--- src/rtl/id_stage.sv ---
// MIPS decode stage: combinational decode captured into a main output register
// backed by a one-entry skid register. Optional trap on illegal encodings: ID_STAGE_ILLEGAL_TRAP_EN.
module id_stage #(
  parameter logic [31:0] RESET_PC = 32'h0000_0000
) (
  input  logic        clk,
  input  logic        rst,
  input  logic        in_valid,
  output logic        in_ready,
  input  logic [31:0] in_inst,
  input  logic [31:0] in_pc,
  input  logic        flush,
  output logic        out_valid,
  input  logic        out_ready,
  output logic [31:0] out_pc,
  output logic [4:0]  out_rs,
  output logic [4:0]  out_rt,
  output logic [4:0]  out_rd,
  output logic [4:0]  out_shamt,
  output logic [31:0] out_imm,
  output logic [31:0] out_jtarget,
  output logic [3:0]  out_alu_op,
  output logic        out_reg_write,
  output logic        out_reg_dst,
  output logic        out_alu_src,
  output logic        out_mem_read,
  output logic        out_mem_write,
  output logic        out_mem_to_reg,
  output logic        out_link,
  output logic        ct_branch,
  output logic        ct_branchn,
  output logic        ct_jump,
  output logic        out_illegal,
  output logic [31:0] decode_count
);

  typedef enum logic [3:0] {
    ALU_ADD  = 4'd0,
    ALU_SUB  = 4'd1,
    ALU_AND  = 4'd2,
    ALU_OR   = 4'd3,
    ALU_SLT  = 4'd4,
    ALU_SLL  = 4'd5,
    ALU_SRL  = 4'd6,
    ALU_PASS = 4'd7
  } alu_op_e;

  typedef struct packed {
    logic [4:0]  rs;
    logic [4:0]  rt;
    logic [4:0]  rd;
    logic [4:0]  shamt;
    logic [31:0] imm;
    logic [31:0] jtarget;
    alu_op_e     alu_op;
    logic        reg_write;
    logic        reg_dst;
    logic        alu_src;
    logic        mem_read;
    logic        mem_write;
    logic        mem_to_reg;
    logic        link;
    logic        branch;
    logic        branchn;
    logic        jump;
    logic        illegal;
  } dec_t;

  dec_t        dec;
  dec_t        main_q;
  dec_t        skid_q;
  dec_t        shown;
  logic [31:0] main_pc;
  logic [31:0] skid_pc;
  logic        main_valid;
  logic        skid_valid;
  logic        known;
  logic [3:0]  pc_hi;
  logic [5:0]  op;
  logic [5:0]  funct;
  logic        accept;
  logic        drain;

  assign op     = in_inst[31:26];
  assign funct  = in_inst[5:0];
  // Top nibble of pc+4: only carries when bits [27:2] are all ones.
  assign pc_hi  = in_pc[31:28] + {3'b000, &in_pc[27:2]};
  assign accept = in_valid && !skid_valid;
  assign drain  = main_valid && out_ready;

  always_comb begin
    dec         = '0;
    known       = 1'b1;
    dec.rs      = in_inst[25:21];
    dec.rt      = in_inst[20:16];
    dec.rd      = in_inst[15:11];
    dec.shamt   = in_inst[10:6];
    dec.imm     = {{16{in_inst[15]}}, in_inst[15:0]};
    dec.jtarget = {pc_hi, in_inst[25:0], 2'b00};
    dec.alu_op  = ALU_ADD;
    case (op)
      6'h00: begin
        dec.reg_write = 1'b1;
        dec.reg_dst   = 1'b1;
        case (funct)
          6'h20:   dec.alu_op = ALU_ADD;
          6'h22:   dec.alu_op = ALU_SUB;
          6'h24:   dec.alu_op = ALU_AND;
          6'h25:   dec.alu_op = ALU_OR;
          6'h2A:   dec.alu_op = ALU_SLT;
          6'h00:   dec.alu_op = ALU_SLL;
          6'h02:   dec.alu_op = ALU_SRL;
          default: known = 1'b0;
        endcase
      end
      6'h08: begin
        dec.reg_write = 1'b1;
        dec.alu_src   = 1'b1;
      end
      6'h0C: begin
        dec.reg_write = 1'b1;
        dec.alu_src   = 1'b1;
        dec.alu_op    = ALU_AND;
        dec.imm       = {16'h0000, in_inst[15:0]};
      end
      6'h0D: begin
        dec.reg_write = 1'b1;
        dec.alu_src   = 1'b1;
        dec.alu_op    = ALU_OR;
        dec.imm       = {16'h0000, in_inst[15:0]};
      end
      6'h0F: begin
        dec.reg_write = 1'b1;
        dec.alu_src   = 1'b1;
        dec.alu_op    = ALU_PASS;
        dec.imm       = {in_inst[15:0], 16'h0000};
      end
      6'h23: begin
        dec.reg_write  = 1'b1;
        dec.alu_src    = 1'b1;
        dec.mem_read   = 1'b1;
        dec.mem_to_reg = 1'b1;
      end
      6'h2B: begin
        dec.mem_write = 1'b1;
        dec.alu_src   = 1'b1;
      end
      6'h04: begin
        dec.branch = 1'b1;
        dec.alu_op = ALU_SUB;
      end
      6'h05: begin
        dec.branchn = 1'b1;
        dec.alu_op  = ALU_SUB;
      end
      6'h02: dec.jump = 1'b1;
      6'h03: begin
        dec.jump      = 1'b1;
        dec.reg_write = 1'b1;
        dec.link      = 1'b1;
      end
      default: known = 1'b0;
    endcase

    if (!known) begin
      dec.alu_op     = ALU_ADD;
      dec.reg_write  = 1'b0;
      dec.reg_dst    = 1'b0;
      dec.alu_src    = 1'b0;
      dec.mem_read   = 1'b0;
      dec.mem_write  = 1'b0;
      dec.mem_to_reg = 1'b0;
      dec.link       = 1'b0;
      dec.branch     = 1'b0;
      dec.branchn    = 1'b0;
      dec.jump       = 1'b0;
    end
`ifdef ID_STAGE_ILLEGAL_TRAP_EN
    dec.illegal = !known;
`else
    dec.illegal = 1'b0;
`endif
  end

  // Skid is only ever filled while it is empty, so a skid move-up and a new
  // accept never coincide; ordering falls out of the priority below.
  always_ff @(posedge clk or posedge rst) begin
    if (rst) begin
      main_valid <= 1'b0;
      skid_valid <= 1'b0;
      main_q     <= '0;
      skid_q     <= '0;
      main_pc    <= '0;
      skid_pc    <= '0;
    end else if (flush) begin
      main_valid <= 1'b0;
      skid_valid <= 1'b0;
    end else if (skid_valid) begin
      if (drain) begin
        main_q     <= skid_q;
        main_pc    <= skid_pc;
        skid_valid <= 1'b0;
      end
    end else if (accept) begin
      if (!main_valid || out_ready) begin
        main_q     <= dec;
        main_pc    <= in_pc;
        main_valid <= 1'b1;
      end else begin
        skid_q     <= dec;
        skid_pc    <= in_pc;
        skid_valid <= 1'b1;
      end
    end else if (drain) begin
      main_valid <= 1'b0;
    end
  end

  always_ff @(posedge clk or posedge rst) begin
    if (rst) begin
      decode_count <= '0;
    end else if (drain) begin
      decode_count <= decode_count + 32'd1;
    end
  end

  always_comb begin
    shown = '0;
    if (main_valid) begin
      shown = main_q;
    end
  end

  assign in_ready       = !skid_valid;
  assign out_valid      = main_valid;
  assign out_pc         = main_valid ? main_pc : RESET_PC;
  assign out_rs         = shown.rs;
  assign out_rt         = shown.rt;
  assign out_rd         = shown.rd;
  assign out_shamt      = shown.shamt;
  assign out_imm        = shown.imm;
  assign out_jtarget    = shown.jtarget;
  assign out_alu_op     = shown.alu_op;
  assign out_reg_write  = shown.reg_write;
  assign out_reg_dst    = shown.reg_dst;
  assign out_alu_src    = shown.alu_src;
  assign out_mem_read   = shown.mem_read;
  assign out_mem_write  = shown.mem_write;
  assign out_mem_to_reg = shown.mem_to_reg;
  assign out_link       = shown.link;
  assign ct_branch      = shown.branch;
  assign ct_branchn     = shown.branchn;
  assign ct_jump        = shown.jump;
  assign out_illegal    = shown.illegal;

endmodule
--- config.mk ---
export PLATFORM = sky130hd
export DESIGN_NAME = id_stage
export DESIGN_NICKNAME = d
export VERILOG_FILES = /design/src/rtl/id_stage.sv
export SDC_FILE = /design/constraint.sdc
export NUM_CORES = 1
export LEC_CHECK = 0
export CORE_MARGIN = 8
export CORE_UTILIZATION = 56
export CTS_CLUSTER_DIAMETER = 200
export DETAILED_ROUTE_END_ITERATION = 12
export PLACE_DENSITY_LB_ADDON = 0.08
export SLEW_MARGIN = 20
export SYNTH_ARGS = -nofsm -noshare
export SYNTH_HDL_FRONTEND = slang
export SYNTH_SLANG_ARGS = --single-unit
--- constraint.sdc ---
create_clock -name clk -period 20.6 [get_ports clk]
set_input_delay 4.12 -clock clk [delete_from_list [all_inputs] [get_ports clk]]
set_output_delay 4.12 -clock clk [all_outputs]
set_load 0.01 [all_outputs]
==> metrics.yaml <==
grtUsageTotal_pct: 21.0
post-route-period-util_pct: 32.1
critPathKind: "flip-flop to output pin"
ys_seq_elements: 246
cp-end-kind: "output pin"
clockRootBuffer: "clkbuf_16"
final.setup.tns_ns: 0
max_slew.worst_pin.slew_ns: 1.12
core_mm2: 0.0210
crit_required_ns: 16.48
drt-initial-drc-count: 426
reg2reg_depth: 5
numPortBuffers: 229
cts-htree-levels: 1
clock.fmax_mhz: 151
yosysWarnings: 0
area_delta_synth_final_pct: 24.6
grt_pass1_vias: 8823
num_rows: 53
critPathBufInv: 1
globalplace.congestion: 0.778
min_path_type: "flip-flop to flip-flop"
cts_hold_buf: 0
maxCapViolations: 0
seq_area_frac_synth_pct: 51.6
initial_core_util_pct: 56.9
die_w_um: 162
final_common_cell: "dfrtp_1"
antenna_found_initial: 2
min_path_cells: 2
io-pin-count: 234
die_area_mm2: 0.0262
grt_max_degree: 122
ff2ff_setup_slack_ns: 17.10
synthesis.area_mm2: 0.0119
syn_inst: 1150
synth_ff_type: "dfrtp_1"
routedWlPerCell_um: 17.5
cp_top_family: "flip-flops"
synth.distinct_cells: 61
critical-path-max-stage-delay_ns: 1.07
nNetsFinal: 1380
worstSkewPairLatency_ns: 0.53
die_h_um: 162
slew_headroom_pct: 25.4
drive_above_1_share_pct: 11.6
syn_area_per_cell_um2: 10.4
power_density_mw_per_mm2: 89.2
path_max_fanout: 114
clkSlewWorstSetupHoldPaths_ns: 0.06
antenna_left: 0
cts_resized: 0
setup_viol: 0
async_reset_ff_share_pct: 100
ir_drop_mv: 0.0651
cp.arrival_ns: 2.48
synth_edf_count: 0
cts_tree: "yes"
vias_per_cell: 5.41
cts_buffers: 26
leakage_nw: 6.27
drc: 0
final_util_pct: 71.0
clockBufferDepth: 3
slowest_stage: "dfrtp_4"
finalHoldViolCount: 0
fill_cells: 1635
finalMaxSlewViolations: 0
status: "completed"
wl_mm: 28.0
rsz0062_at_grt: "no"
vias: 8682
finalCriticalPeriod_ns: 6.60
post_cts_buffers: 0
layout_common_cells: "dfrtp_1, clkdlybuf4s50_1, nand2_1"
grt_pass1_wl_mm: 45.7
dp_hpwl_mm: 18.4
fin_worst_skew_ns: 0.00834
path_cells: "and2_1 > clkdlybuf4s50_1"
cts.sinks: 246
setup.worst_path.start_class: "flip-flop"
grt-ovfl-total: 0
drt-pass1-iter-count: 4
cp.depth: 2
[path summary, 6_finish.rpt]
kind | from | to
max | out_valid$_DFFE_PP0P_ | out_link
max reg2reg | skid_valid$_DFF_PP0_ | main_pc[19]$_DFFE_PP0P_
min in group asynchronous | rst | skid_q[89]$_DFFE_PP0P_
min reg2reg | skid_q[10]$_DFFE_PP0P_ | skid_q[10]$_DFFE_PP0P_
min | skid_q[10]$_DFFE_PP0P_ | skid_q[10]$_DFFE_PP0P_
max in group asynchronous | rst | skid_q[1]$_DFFE_PP0P_
[power breakdown]
part	leakage [nW]	internal (mW)	total [mW]	switching, mW
clock network	0.413	0.260	0.446	0.186
logic	2.75	0.132	0.242	0.111
registers	3.10	0.582	0.638	0.0561
total	6.27	0.974	1.33	0.353
[Yosys cell counts, types with 6 or more instances]
cell type | n | area (um2)
a21oi_1 | 27 | 135
a21oi_2 | 10 | 87.6
and2_1 | 109 | 682
buf_2 | 38 | 190
buf_4 | 28 | 210
buf_6 | 6 | 67.6
clkbuf_1 | 35 | 131
dfrtp_1 | 246 | 6160
inv_1 | 11 | 41.3
mux2_2 | 75 | 845
mux2i_1 | 60 | 601
nand2_1 | 181 | 679
nand3_1 | 12 | 60.1
nand4_1 | 17 | 106
nor2_1 | 25 | 93.8
nor3_1 | 7 | 35.0
o211ai_1 | 18 | 135
o21a_1 | 17 | 128
o21ai_0 | 116 | 581
o21ai_1 | 18 | 90.1
xnor2_1 | 23 | 201
xor2_1 | 10 | 87.6
[worst min-delay path, cell delays in order (launching register included)]
cell and delay [ns]:
dfrtp_1 0.33, nand2_1 0.05, o31ai_1 0.05
[logic make-up after synthesis]
kind of cell / synth area share, %
simple gates: 16.5
flops: 51.6
compound gates: 11.3
mux: 12.3
buf+inv: 5.48
xor+xnor: 2.42
fa+ha+maj: 0.315
other cells: 0.0314
[layout make-up]
cell class | instances | area [um2] | area share, %
Antenna cell | 3 | 7.51 | 0.0505
Tap cell | 275 | 344 | 2.31
Inverter | 12 | 52.6 | 0.353
Clock buffer | 38 | 777 | 5.23
Sequential cell | 246 | 6160 | 41.5
Clock inverter | 8 | 40.0 | 0.269
Timing Repair Buffer | 236 | 2340 | 15.8
Multi-Input combinational cell | 786 | 5140 | 34.6
[flip-flops by register name (all words and copies together), names as in the netlist]
signal and cells:
main_q 74, skid_valid 1, skid_q 74, out_valid 1
main_pc 32, skid_pc 32, decode_count 32
[through the flow]
stage          hold WS, ns  total power, mW  area (um2)  setup WS, ns  cells
2_1_floorplan        0.441            0.788       11900          9.72   1153
3_3_place_gp         0.453            0.880       14000         13.64   1555
3_5_place_dp         0.459            0.892       14000         13.63   1555
4_1_cts              0.473             1.34       14900         13.96   1601
5_1_grt              0.484             1.40       14900         13.84   1602
6_report             0.468             1.33       14900         14.00   1604
[per-layer routing]
metal	part of all wire, %	vias up	GRT usage [%]	wire (um)
met3	6.7	33	5.64	1870
li1	-	4207	-	-
met4	1.6	0	4.63	461
met2	47	200	34.2	13000
met5	0	-	0	0
met1	45	4242	27.6	12700
(Power assumes the default switching activity.)
